[config.mk]
export PLATFORM = sky130hd
export DESIGN_NAME = uart_rx
export DESIGN_NICKNAME = d
export VERILOG_FILES = /design/src/rtl/uart_rx.sv
export SDC_FILE = /design/constraint.sdc
export NUM_CORES = 1
export LEC_CHECK = 0
export CELL_PAD_IN_SITES_DETAIL_PLACEMENT = 1
export CELL_PAD_IN_SITES_GLOBAL_PLACEMENT = 1
export CORE_ASPECT_RATIO = 1.1
export CORE_MARGIN = 5
export CORE_UTILIZATION = 40
export CTS_BUF_LIST = sky130_fd_sc_hd__clkbuf_16
export CTS_CLUSTER_DIAMETER = 120
export DETAILED_ROUTE_END_ITERATION = 10
export HOLD_SLACK_MARGIN = 0.06
export PLACE_DENSITY_LB_ADDON = 0.2
export SLEW_MARGIN = 0
export SYNTH_ARGS = -nofsm -noshare
export SYNTH_HDL_FRONTEND = slang
export SYNTH_SLANG_ARGS = --single-unit
[constraint.sdc]
create_clock -name CLK -period 2.2 [get_ports CLK]
set_clock_uncertainty 0.2 [all_clocks]
set_input_delay 0.22 -clock CLK [delete_from_list [all_inputs] [get_ports CLK]]
set_output_delay 0.22 -clock CLK [all_outputs]
set_load 0.02 [all_outputs]
[src/rtl/uart_rx.sv]
// Oversampling UART receiver: mid-bit sampling, LSB-first frame, optional parity, error pulses.
// Build option UART_RX_MAJORITY_EN: 2-of-3 majority vote around mid-bit instead of a single sample.
module uart_rx #(
   parameter int DATA_WIDTH     = 8,
   parameter int PRESCALE_WIDTH = 6
) (
   input  logic                      CLK,
   input  logic                      RST,
   input  logic                      RX_IN,
   input  logic [PRESCALE_WIDTH-1:0] prescale,
   input  logic                      PAR_EN,
   input  logic                      PAR_TYP,
   output logic [DATA_WIDTH-1:0]     P_DATA,
   output logic                      data_valid,
   output logic                      par_err,
   output logic                      stp_err,
   output logic                      busy
);

   localparam int BW = (DATA_WIDTH > 1) ? $clog2(DATA_WIDTH) : 1;
   localparam logic [BW-1:0]             LAST_BIT = BW'(DATA_WIDTH - 1);
   localparam logic [PRESCALE_WIDTH-1:0] ONE      = PRESCALE_WIDTH'(1);

   typedef enum logic [2:0] {IDLE, START, DATA, PARITY, STOP} state_t;
   state_t r_state, w_state_next;

   logic [PRESCALE_WIDTH-1:0] r_prescale, r_edge_cnt, w_half;
   logic [BW-1:0]             r_bit_cnt;
   logic [DATA_WIDTH-1:0]     r_shift;
   logic                      r_par_en, r_par_typ, r_par_bad;
   logic                      w_wrap, w_decide, w_bit;

   assign w_half = r_prescale >> 1;
   assign w_wrap = (r_edge_cnt == r_prescale - ONE);
   assign busy   = (r_state != IDLE);

`ifdef UART_RX_MAJORITY_EN
   logic r_s0, r_s1;

   // The two earlier votes are held; the third is the live line at the decision cycle.
   always_ff @(posedge CLK or posedge RST) begin
      if (RST) begin
         r_s0 <= 1'b1;
         r_s1 <= 1'b1;
      end else begin
         if (r_edge_cnt == w_half - ONE) r_s0 <= RX_IN;
         if (r_edge_cnt == w_half)       r_s1 <= RX_IN;
      end
   end

   assign w_decide = (r_edge_cnt == w_half + ONE);
   assign w_bit    = (r_s0 & r_s1) | (r_s0 & RX_IN) | (r_s1 & RX_IN);
`else
   assign w_decide = (r_edge_cnt == w_half);
   assign w_bit    = RX_IN;
`endif

   always_ff @(posedge CLK or posedge RST) begin
      if (RST) r_state <= IDLE;
      else     r_state <= w_state_next;
   end

   always_comb begin
      w_state_next = r_state;
      case (r_state)
         IDLE:    if (!RX_IN) w_state_next = START;
         START: begin
            if (w_decide && w_bit) w_state_next = IDLE;
            else if (w_wrap)       w_state_next = DATA;
         end
         DATA:    if (w_wrap && r_bit_cnt == LAST_BIT)
                     w_state_next = r_par_en ? PARITY : STOP;
         PARITY:  if (w_wrap) w_state_next = STOP;
         STOP:    if (w_decide) w_state_next = IDLE;
         default: w_state_next = IDLE;
      endcase
   end

   // Edge counter: the IDLE cycle that sees the start edge already counts as edge 0.
   always_ff @(posedge CLK or posedge RST) begin
      if (RST)                          r_edge_cnt <= '0;
      else if (w_state_next == IDLE)    r_edge_cnt <= '0;
      else if (r_state == IDLE)         r_edge_cnt <= ONE;
      else if (w_wrap)                  r_edge_cnt <= '0;
      else                              r_edge_cnt <= r_edge_cnt + ONE;
   end

   always_ff @(posedge CLK or posedge RST) begin
      if (RST) begin
         r_prescale <= '0;
         r_par_en   <= 1'b0;
         r_par_typ  <= 1'b0;
         r_par_bad  <= 1'b0;
         r_bit_cnt  <= '0;
         r_shift    <= '0;
         P_DATA     <= '0;
         data_valid <= 1'b0;
         par_err    <= 1'b0;
         stp_err    <= 1'b0;
      end else begin
         data_valid <= 1'b0;
         par_err    <= 1'b0;
         stp_err    <= 1'b0;
         case (r_state)
            IDLE: begin
               r_prescale <= prescale;
               r_par_en   <= PAR_EN;
               r_par_typ  <= PAR_TYP;
               r_par_bad  <= 1'b0;
               r_bit_cnt  <= '0;
            end
            DATA: begin
               if (w_decide) r_shift <= {w_bit, r_shift[DATA_WIDTH-1:1]};
               if (w_wrap)   r_bit_cnt <= r_bit_cnt + BW'(1);
            end
            PARITY: begin
               if (w_decide) r_par_bad <= w_bit ^ (^r_shift) ^ r_par_typ;
            end
            STOP: begin
               if (w_decide) begin
                  if (!r_par_bad && w_bit) begin
                     P_DATA     <= r_shift;
                     data_valid <= 1'b1;
                  end
                  par_err <= r_par_bad;
                  stp_err <= !w_bit;
               end
            end
            default: ;
         endcase
      end
   end

endmodule

; ---- Word-level counts from Yosys, hierarchy flattened
; Index checks and enable logic that the tools add are counted.
[word_totals]
elab_cells = 63
register_bits = 40
output_inout_bits = 12
inputBits = 11
[classes]
n_eq_ne = 9
n_reduce_logical = 15
mux = 22
addsub = 3
bitwise = 2
[ops]
columns = operator, n
row1 = 2-to-1 mux 3 bit, 8
row2 = 2-to-1 mux 6 bit, 3
row3 = case mux 3 bit (5 select lines), 1
row4 = 2-to-1 mux 1 bit, 8
row5 = XOR reduction 8 bit, 1
row6 = adder 6 x 1 -> 6 bit (second input constant), 1
row7 = equality test 3 x 2 -> 1 bit (second input constant), 2
row8 = equality test 3 bit (second input constant), 2
row9 = equality test 6 x 5 -> 1 bit, 1
row10 = equality test 6 bit, 1
row11 = zero test 3 bit, 2
row12 = case mux 3 bit (2 select lines), 1
row13 = AND reduction 2 bit, 3
row14 = subtractor 6 x 1 -> 6 bit (second input constant), 1
row15 = != test 2 bit (second input constant), 2
row16 = nonzero test 2 bit, 2
row17 = adder 3 x 1 -> 3 bit (second input constant), 1
row18 = equality test 3 x 1 -> 1 bit (second input constant), 1
row19 = logical AND 1 bit, 3
row20 = AND reduction 3 bit, 1
row21 = nonzero test 3 bit, 1
row22 = zero test 1 bit, 2
row23 = case mux 1 bit (2 select lines), 1
row24 = XOR 1 bit, 2

; ---- Depth between registers and ports, before layout
; Gate-level depths: netlist (run 1).
[logic_depth]
depth_word = 7
ltp_mapped = 8
depth_no_buf = 7

; ---- Worst setup path before layout (run 1)
; Ideal clock, no wire load.
[synth_timing]
kind = register -> register
start = reg r_prescale[0]
end = reg r_bit_cnt[1]
arrival_time_ps = 1841
path_buffers = 0
path_stages_with_launch = 8
t_required_ps = 1876
period_less_slack_ps = 2165
path_slack_ps = 35
setup_ps = 124
cell_sequence = dfrtp_1 inv_1 ha_1 o21ba_1 a221oi_1 a41oi_2 or2_4 a211o_1
[synth_between]
elab_chain_cells = 4
[synth_lines]
columns = item, line
row1 = from (decl), 27  ; logic [PRESCALE_WIDTH-1:0] r_prescale, r_edge_cnt, w_half;
row2 = from (signal assigned), 106  ; r_prescale <= prescale;
row3 = subtractor 6 x 1 -> 6 bit, 34  ; assign w_wrap = (r_edge_cnt == r_prescale - ONE);
row4 = equality test 6 bit, 34
row5 = != test 2 bit (no source line), --
row6 = AND reduction 2 bit (no source line), --
row7 = to (signal assigned), 114  ; if (w_wrap) r_bit_cnt <= r_bit_cnt + BW'(1);
row8 = to (decl), 28  ; logic [BW-1:0] r_bit_cnt;
; No other way between the ends.
; A chain may end at the register's enable or synchronous reset.

; ---- Worst setup path in the final report (run 1)
[layout_timing]
start = reg r_prescale[1]
end = reg r_bit_cnt[1]
; The elaborated chain is that of the path after synthesis.

==> summary.txt, run 1 <==
Outcome
  – Outcome: finished clean

Floorplanning
  – Die X-Extent: between 70 and 80 um
  – Starting density of the core: 0.414
  – Die area: just under 7000 sq um
  – Die height: around 86 um
  – # rows: 27
  – Core ar.: between 5000 and 6000 sq um
  – # IOs: 23

Critical path
  – Crit end category: flop
  – Buf/Inv on CP: 1
  – Worst path depth: 7
  – Crit path to: r_bit_cnt[1]
  – Required time worst endpoint: ~2200 ps
  – Setup CP Type: flop to flop
  – Crit-path cells: inv_2 > ha_4 > o21ba_4 > a221oi_2 > a41oi_2 > or2_4 > a211o_1
  – Worst r2r dst: r_bit_cnt[1]
  – FF-to-FF setup slack: 40 ps
  – CP max stage cell: dfrtp_1
  – Worst path arrival time: 2140 ps
  – R2R depth: 7
  – RR Startpoint: r_prescale[1]
  – Origin of the worst setup path: r_prescale[1]
  – Delay-heaviest family, CP: compound AO/OA/AOI/OAI gates
  – Max stage delay on crit path: about 450 ps
  – Crit path launch type: flop
  – Largest fanout on the critical path: 4

Power
  – Combinational share of power: 0.480
  – Sw Share: 0.383
  – Clock Power Share: 0.235
  – Sw Pwr: roughly 0.0014 W
  – Pwr per Cell Area: approximately 1300 nW/um^2
  – Sequential Power Share: 0.286
  – Leakage power: 1.34 nW
  – P_int: roughly 0.0022 W
  – Peak VDD IR: about 0.7 mV

Logic synthesis
  – Syn. warnings: 0
  – Synth top area share: 0.480
  – Async SR Flop Fraction: 1.00
  – EDFF count, synth: 0
  – Synth top cells by count: dfrtp_1 (40), nand2_1 (22), mux2_2 (14), xnor2_1 (13), xor2_1 (12)
  – Sequential cell area fraction in the yosys report: 0.480
  – Cells after Synth: 191
  – Synth top area cells: dfrtp_1 (48%), mux2_2 (7.6%), xnor2_1 (5.5%), xor2_1 (5.0%), nand2_1 (4.0%)
  – Syn_nets: 206
  – Most common cell in the netlist: dfrtp_1
  – Syn_area_per_cell: around 11 sq um
  – Top_reg_cell synth: dfrtp_1
  – Synth area leader: dfrtp_1
  – Synthesized area: around 2100 sq um
  – Synthesis-stage register bit count: 40
  – Distinct cells, synth: 47

Flow run
  – Max-cap violations: 0

Clock network
  – CTS tree: done
  – Clk_lat worst skew: 280 ps
  – Clock Path Buffers: 2
  – Total CTS buffers: 5
  – CTS Sinks: 40
  – H-tree level count: 2
  – CTS Hold Buffers Added: 0
  – Clock root buffer: clkbuf_16
  – Clk pin slew, worst setup/hold paths: around 60 ps

Global route
  – Largest net degree at the start of global routing: 41
  – Initial antenna violation count: 0
  – Vias in the first global route: around 1,800
  – GRT Util Overall: 0.176
  – Total gr overflow: 0
  – First-pass GRT wire length: roughly 9 mm

STA
  – Hold Fails Final Rpt: 0
  – Finish-stage setup viols: 0
  – Slew Limit Fails: 0
  – Final hold slack: between 150 and 200 ps
  – F_max: approximately 460 MHz
  – Setup TNS: 0 ps
  – Worst-Margin Slew: between 500 and 600 ps
  – Slew margin rel.: 0.646
  – Unrepaired setup endpoints after global routing: yes
  – Min Tclk post-route: 2160 ps
  – Setup slack after layout: between 30 and 40 ps
  – Tcrit/Tclk final: 0.983

Placement
  – Hpwl dp: around 4 mm
  – GP Congestion: roughly 0.86
  – Placed cell count: 283
  – Dpl cell area: 2490 sq um
  – I/O Buffers: 22
  – Post-place setup slack: -107 ps

Routing
  – Metal2 WL: between 3 and 4 mm
  – Routed WL per cell: around 20 um
  – Vias/cell: ~5.4
  – DR iter-0 viols: between 80 and 90
  – Vias: roughly 1,600
  – First-pass DRT Iterations: 4
  – Final wirelength: 5.85 mm
  – Met1 wire length: 2.53 mm
  – Antenna Nets Post-Route: 0
  – Routed wl met3: about 140 um
  – Highest metal used: met4
  – # DRC: 0

Cells and area
  – Layout area overhead: 35.1%
  – Final std cells w/o fill: 296
  – Design Area, Final: 2810 sq um
  – Antenna diodes: 0
  – Layout cells sized above 1: 0.319
  – Layout Nets: around 250

Worst hold path
  – Worst min path class: input port to async pin
## worst min path at each step
stage	endpoint	slack, ps	cells after the start
after floorplan	r_par_typ	130	2
after global placement	P_DATA[6]	290	1
after global routing	r_state[1]	220	3
after CTS	r_shift[4]	190	3
final	r_prescale[3]	170	3
after detailed placement	P_DATA[6]	290	1
## tightest hold or removal path: cells and delay by family
family,cells,cell delay (ps)
buf+inv,3,880
## kinds of logic after synthesis
logic type	count (synthesis)	synth area share
DFF	40	0.480
and+or+nand+nor	61	0.169
buffers and inverters	18	0.0372
AOI/OAI and AO/OA	27	0.0973
muxes	16	0.0865
xor gates and xnor gates	25	0.105
adders and majority gates	4	0.0240
## sequential cells by signal, indices dropped and copies added (netlist names)
register and count:
r_par_en 1, r_state 3, r_prescale 6, r_bit_cnt 3, par_err 1, data_valid 1
r_shift 8, r_edge_cnt 6, r_par_bad 1, r_par_typ 1, P_DATA 8, stp_err 1
## cells in the final DEF, fill, tap and decap left out, drive strengths merged, types with 8 or more instances in the layout
master,instances
xnor2,13
inv,8
nand2,22
mux2,16
dfrtp,40
clkdlybuf4s50,22
o21ai,8
buf,26
xor2,12
## layer usage
layer  vias up  track usage
li1        756            -
met4         0       0.0516
met5         -            0
met3         8       0.0294
met1       818        0.209
met2        20        0.324
## timing repair
item	4_1_cts	5_1_grt
setup endpoints to repair	27	28
cloned	0	1
gates resized for setup	5	16
buffers inserted	0	4
pin swaps	3	2
## through the flow
| step | power (W) | util |
|---|---|---|
| 5_1_grt | 0.00385 | 0.559 |
| 2_1_floorplan | 0.00192 | - |
| 3_5_place_dp | 0.00247 | 0.495 |
| 6_report | 0.00364 | 0.559 |
| 3_3_place_gp | 0.00241 | 0.495 |
| 4_1_cts | 0.00340 | 0.533 |
## cell type report
| cell class | instances | area, sq um |
|---|---|---|
| Clock buffer | 5 | 125 |
| Clock inverter | 3 | 46.3 |
| Fill cell | 542 | 2220 |
| Inverter | 8 | 30.0 |
| Multi-Input combinational cell | 134 | 1120 |
| Sequential cell | 40 | 1000 |
| Tap cell | 58 | 72.6 |
| Timing Repair Buffer | 48 | 419 |
## power by group through the flow
stage | Clock [W] | Combinational, W | Sequential [W]
5_1_grt | 0.000900 | 0.00189 | 0.00105
3_5_place_dp | 0 | 0.00144 | 0.00103
6_report | 0.000854 | 0.00175 | 0.00104
3_3_place_gp | 0 | 0.00139 | 0.00102
2_1_floorplan | 0 | 0.000926 | 0.000991
4_1_cts | 0.000862 | 0.00151 | 0.00103
Note: power is estimated with default switching activity, not from simulation.
==> run 2: changes to the inputs <==
Settings changed: CORE_MARGIN 5 to 10.
==> run 2 against run 1 <==
Effect of this change: design area is 1.2% lower; global-route usage down 3.8 points; clock power decreased by 2.9%.
==> summary.txt, run 2 (synthesis gave the netlist of run 1 again) <==
Critical path
  – Required time worst endpoint: 2160 ps (was 2170 ps)
  – Crit end category: flop (unchanged)
  – Max stage delay on crit path: 580 ps (was 450 ps)
  – Crit path launch type: flop (unchanged)
  – Setup CP Type: flop to flop (unchanged)
  – FF-to-FF setup slack: 30 ps (was 40 ps)
  – Worst path arrival time: 2130 ps (was 2140 ps)
  – Crit-path cells: or4_4 > o21ai_4 > nand4bb_4 > buf_4 > nor2_4 > nor4_1 (was inv_2 > ha_4 > o21ba_4 > a221oi_2 > a41oi_2 > or2_4 > a211o_1)
  – Largest fanout on the critical path: 6 (was 4)
  – CP max stage cell: or4_4 (was dfrtp_1)

Power
  – Sw Share: 0.384 (was 0.383)
  – Combinational share of power: 0.473 (was 0.480)
  – Leakage power: 1.32 nW (was 1.34 nW)
  – P_int: 0.00221 W (was 0.00224 W)
  – Clock Power Share: 0.232 (was 0.235)
  – Peak VDD IR: 0.584 mV (was 0.688 mV)
  – Pwr per Cell Area: 1290 nW/um^2 (about the same)
  – Sw Pwr: 0.00137 W (was 0.00140 W)
  – Sequential Power Share: 0.295 (was 0.286)

Routing
  – Vias: 1,576 (was 1,602)
  – Antenna Nets Post-Route: 0 (unchanged)
  – Routed WL per cell: 19.1 um (was 19.8 um)
  – First-pass DRT Iterations: 5 (was 4)
  – Final wirelength: 5.58 mm (was 5.85 mm)
  – DR iter-0 viols: 76 (was 82)
  – # DRC: 0 (unchanged)
  – Vias/cell: 5.38 (was 5.41)

Floorplanning
  – # rows: 27 (unchanged)
  – Core ar.: 5030 sq um (unchanged)
  – Die area: 8500 sq um (was 6750 sq um)
  – Die height: 95.7 um (was 85.7 um)
  – Die X-Extent: 88.8 um (was 78.8 um)
  – # IOs: 23 (unchanged)
  – Starting density of the core: 0.414 (unchanged)

Global route
  – Routing usage on met3: 0.0414 (was 0.0294)
  – GRT Util Overall: 0.138 (was 0.176)
  – M2 GR Usage: 0.234 (was 0.324)
  – Total gr overflow: 0 (unchanged)
  – Vias in the first global route: 1,765 (was 1,799)
  – First-pass GRT wire length: 9.06 mm (was 9.21 mm)
  – Most used routing layer: met2 (unchanged)
  – Initial antenna violation count: 0 (unchanged)
  – Grt met1 use: 0.162 (was 0.209)
  – Largest net degree at the start of global routing: 41 (unchanged)

Clock network
  – H-tree level count: 2 (unchanged)
  – CTS Hold Buffers Added: 0 (unchanged)
  – CTS Sinks: 40 (unchanged)
  – Clk_lat worst skew: 290 ps (was 280 ps)
  – Clock Path Buffers: 2 (unchanged)
  – Total CTS buffers: 5 (unchanged)
  – Clk pin slew, worst setup/hold paths: 60 ps (about the same)
  – CTS tree: done (unchanged)
  – Clock root buffer: clkbuf_16 (unchanged)

Placement
  – I/O Buffers: 22 (unchanged)
  – Placed cell count: 281 (was 283)
  – GP Congestion: 0.856 (was 0.859)
  – Post-place setup slack: -121 ps (was -107 ps)
  – Hpwl dp: 3.95 mm (was 3.91 mm)

Cells and area
  – Final std cells w/o fill: 293 (was 296)
  – Most frequent cells in the layout: dfrtp_1 (38), buf_4 (23), nand2_1 (22), clkdlybuf4s50_1 (21), mux2_2 (14) (was dfrtp_1 (38), buf_4 (25), nand2_1 (22), clkdlybuf4s50_1 (22), mux2_2 (14))
  – Layout cells sized above 1: 0.298 (was 0.319)
  – Layout Nets: 249 (was 252)
  – Antenna diodes: 0 (unchanged)
  – Final cell utilization of the core: 0.553 (was 0.559)
  – Largest regs: P_DATA (8), r_shift (8) (unchanged)
  – Commonest non-fill, non-tap cell in the layout: dfrtp_1 (unchanged)
  – Layout area overhead: 33.5% (was 35.1%)

Worst hold path
  – Worst min path class: input port to async pin (unchanged)

STA
  – Setup slack after layout: 26.8 ps (was 37.3 ps)
  – Finish-stage setup viols: 0 (unchanged)
  – Hold Fails Final Rpt: 0 (unchanged)
  – Slew Limit Fails: 0 (unchanged)
  – Unrepaired setup endpoints after global routing: yes (unchanged)
  – Min Tclk post-route: 2170 ps (was 2160 ps)
  – Worst-Margin Slew: 530 ps (was 532 ps)
  – Tcrit/Tclk final: 0.988 (was 0.983)
  – F_max: 460 MHz (was 462 MHz)
  – Slew margin rel.: 0.647 (was 0.646)

Outcome
  – Outcome: finished clean (unchanged)

Flow run
  – Max-cap violations: 0 (unchanged)
run 2: area by class of cell:
cell class                 instances  area (sq um)
timing repair buffer              45           392
fill                             539          2250
multi-input combinational        134          1120
tap                               58          72.6
inverter                           8          30.0
clock inverter                     3          42.5
sequential                        40          1000
clock buffer                       5           125
run 2: metal layers:
metal  up-vias  part of all wire
li1        752                 -
met3         5             0.037
met1       796              0.43
met5         -                 0
met2        23              0.52
met4         0             0.011
run 2: power groups by stage:
stage	Combinational (W)	Clock, W	Sequential, W
after floorplan	0.000926	0	0.000991
after global placement	0.00134	0	0.00104
after detailed placement	0.00141	0	0.00106
after CTS	0.00152	0.000851	0.00104
after global routing	0.00185	0.000876	0.00108
final	0.00169	0.000829	0.00106
run 2: stage by stage:
stage | cell area, sq um | setup TNS, ps | hold slack (ps) | total power [W]
after detailed placement | 2480 | -1370 | 285 | 0.00247
after floorplan | 2080 | 0 | 125 | 0.00192
final | 2780 | 0 | 169 | 0.00358
after global placement | 2480 | -212 | 285 | 0.00238
after CTS | 2680 | 0 | 184 | 0.00342
after global routing | 2780 | -132 | 228 | 0.00381
run 2: worst paths after layout:
check / start / endpoint / depth (start not counted)
max: r_prescale[0] / r_edge_cnt[4] / 6
max in group asynchronous: RST / r_edge_cnt[3] / 3
min reg2reg: P_DATA[6] / P_DATA[6] / 1
max reg2reg: r_prescale[0] / r_edge_cnt[4] / 6
min in group CLK: prescale[5] / r_prescale[5] / 3
min: RST / r_prescale[3] / 3
run 2: timing repair:
| action | 4_1_cts | 5_1_grt |
|---|---|---|
| cloned | 0 | 1 |
| endpoints found under the setup margin | 28 | 23 |
| pin swaps | 1 | 7 |
| gates resized for setup | 9 | 12 |
| buffers inserted | 0 | 3 |
run 2: critical path: cells and delay by family (launching register included):
family | cells | cell delay, ps
flops | 1 | 420
buf+inv | 1 | 170
compound gates | 1 | 160
simple gates | 4 | 1090
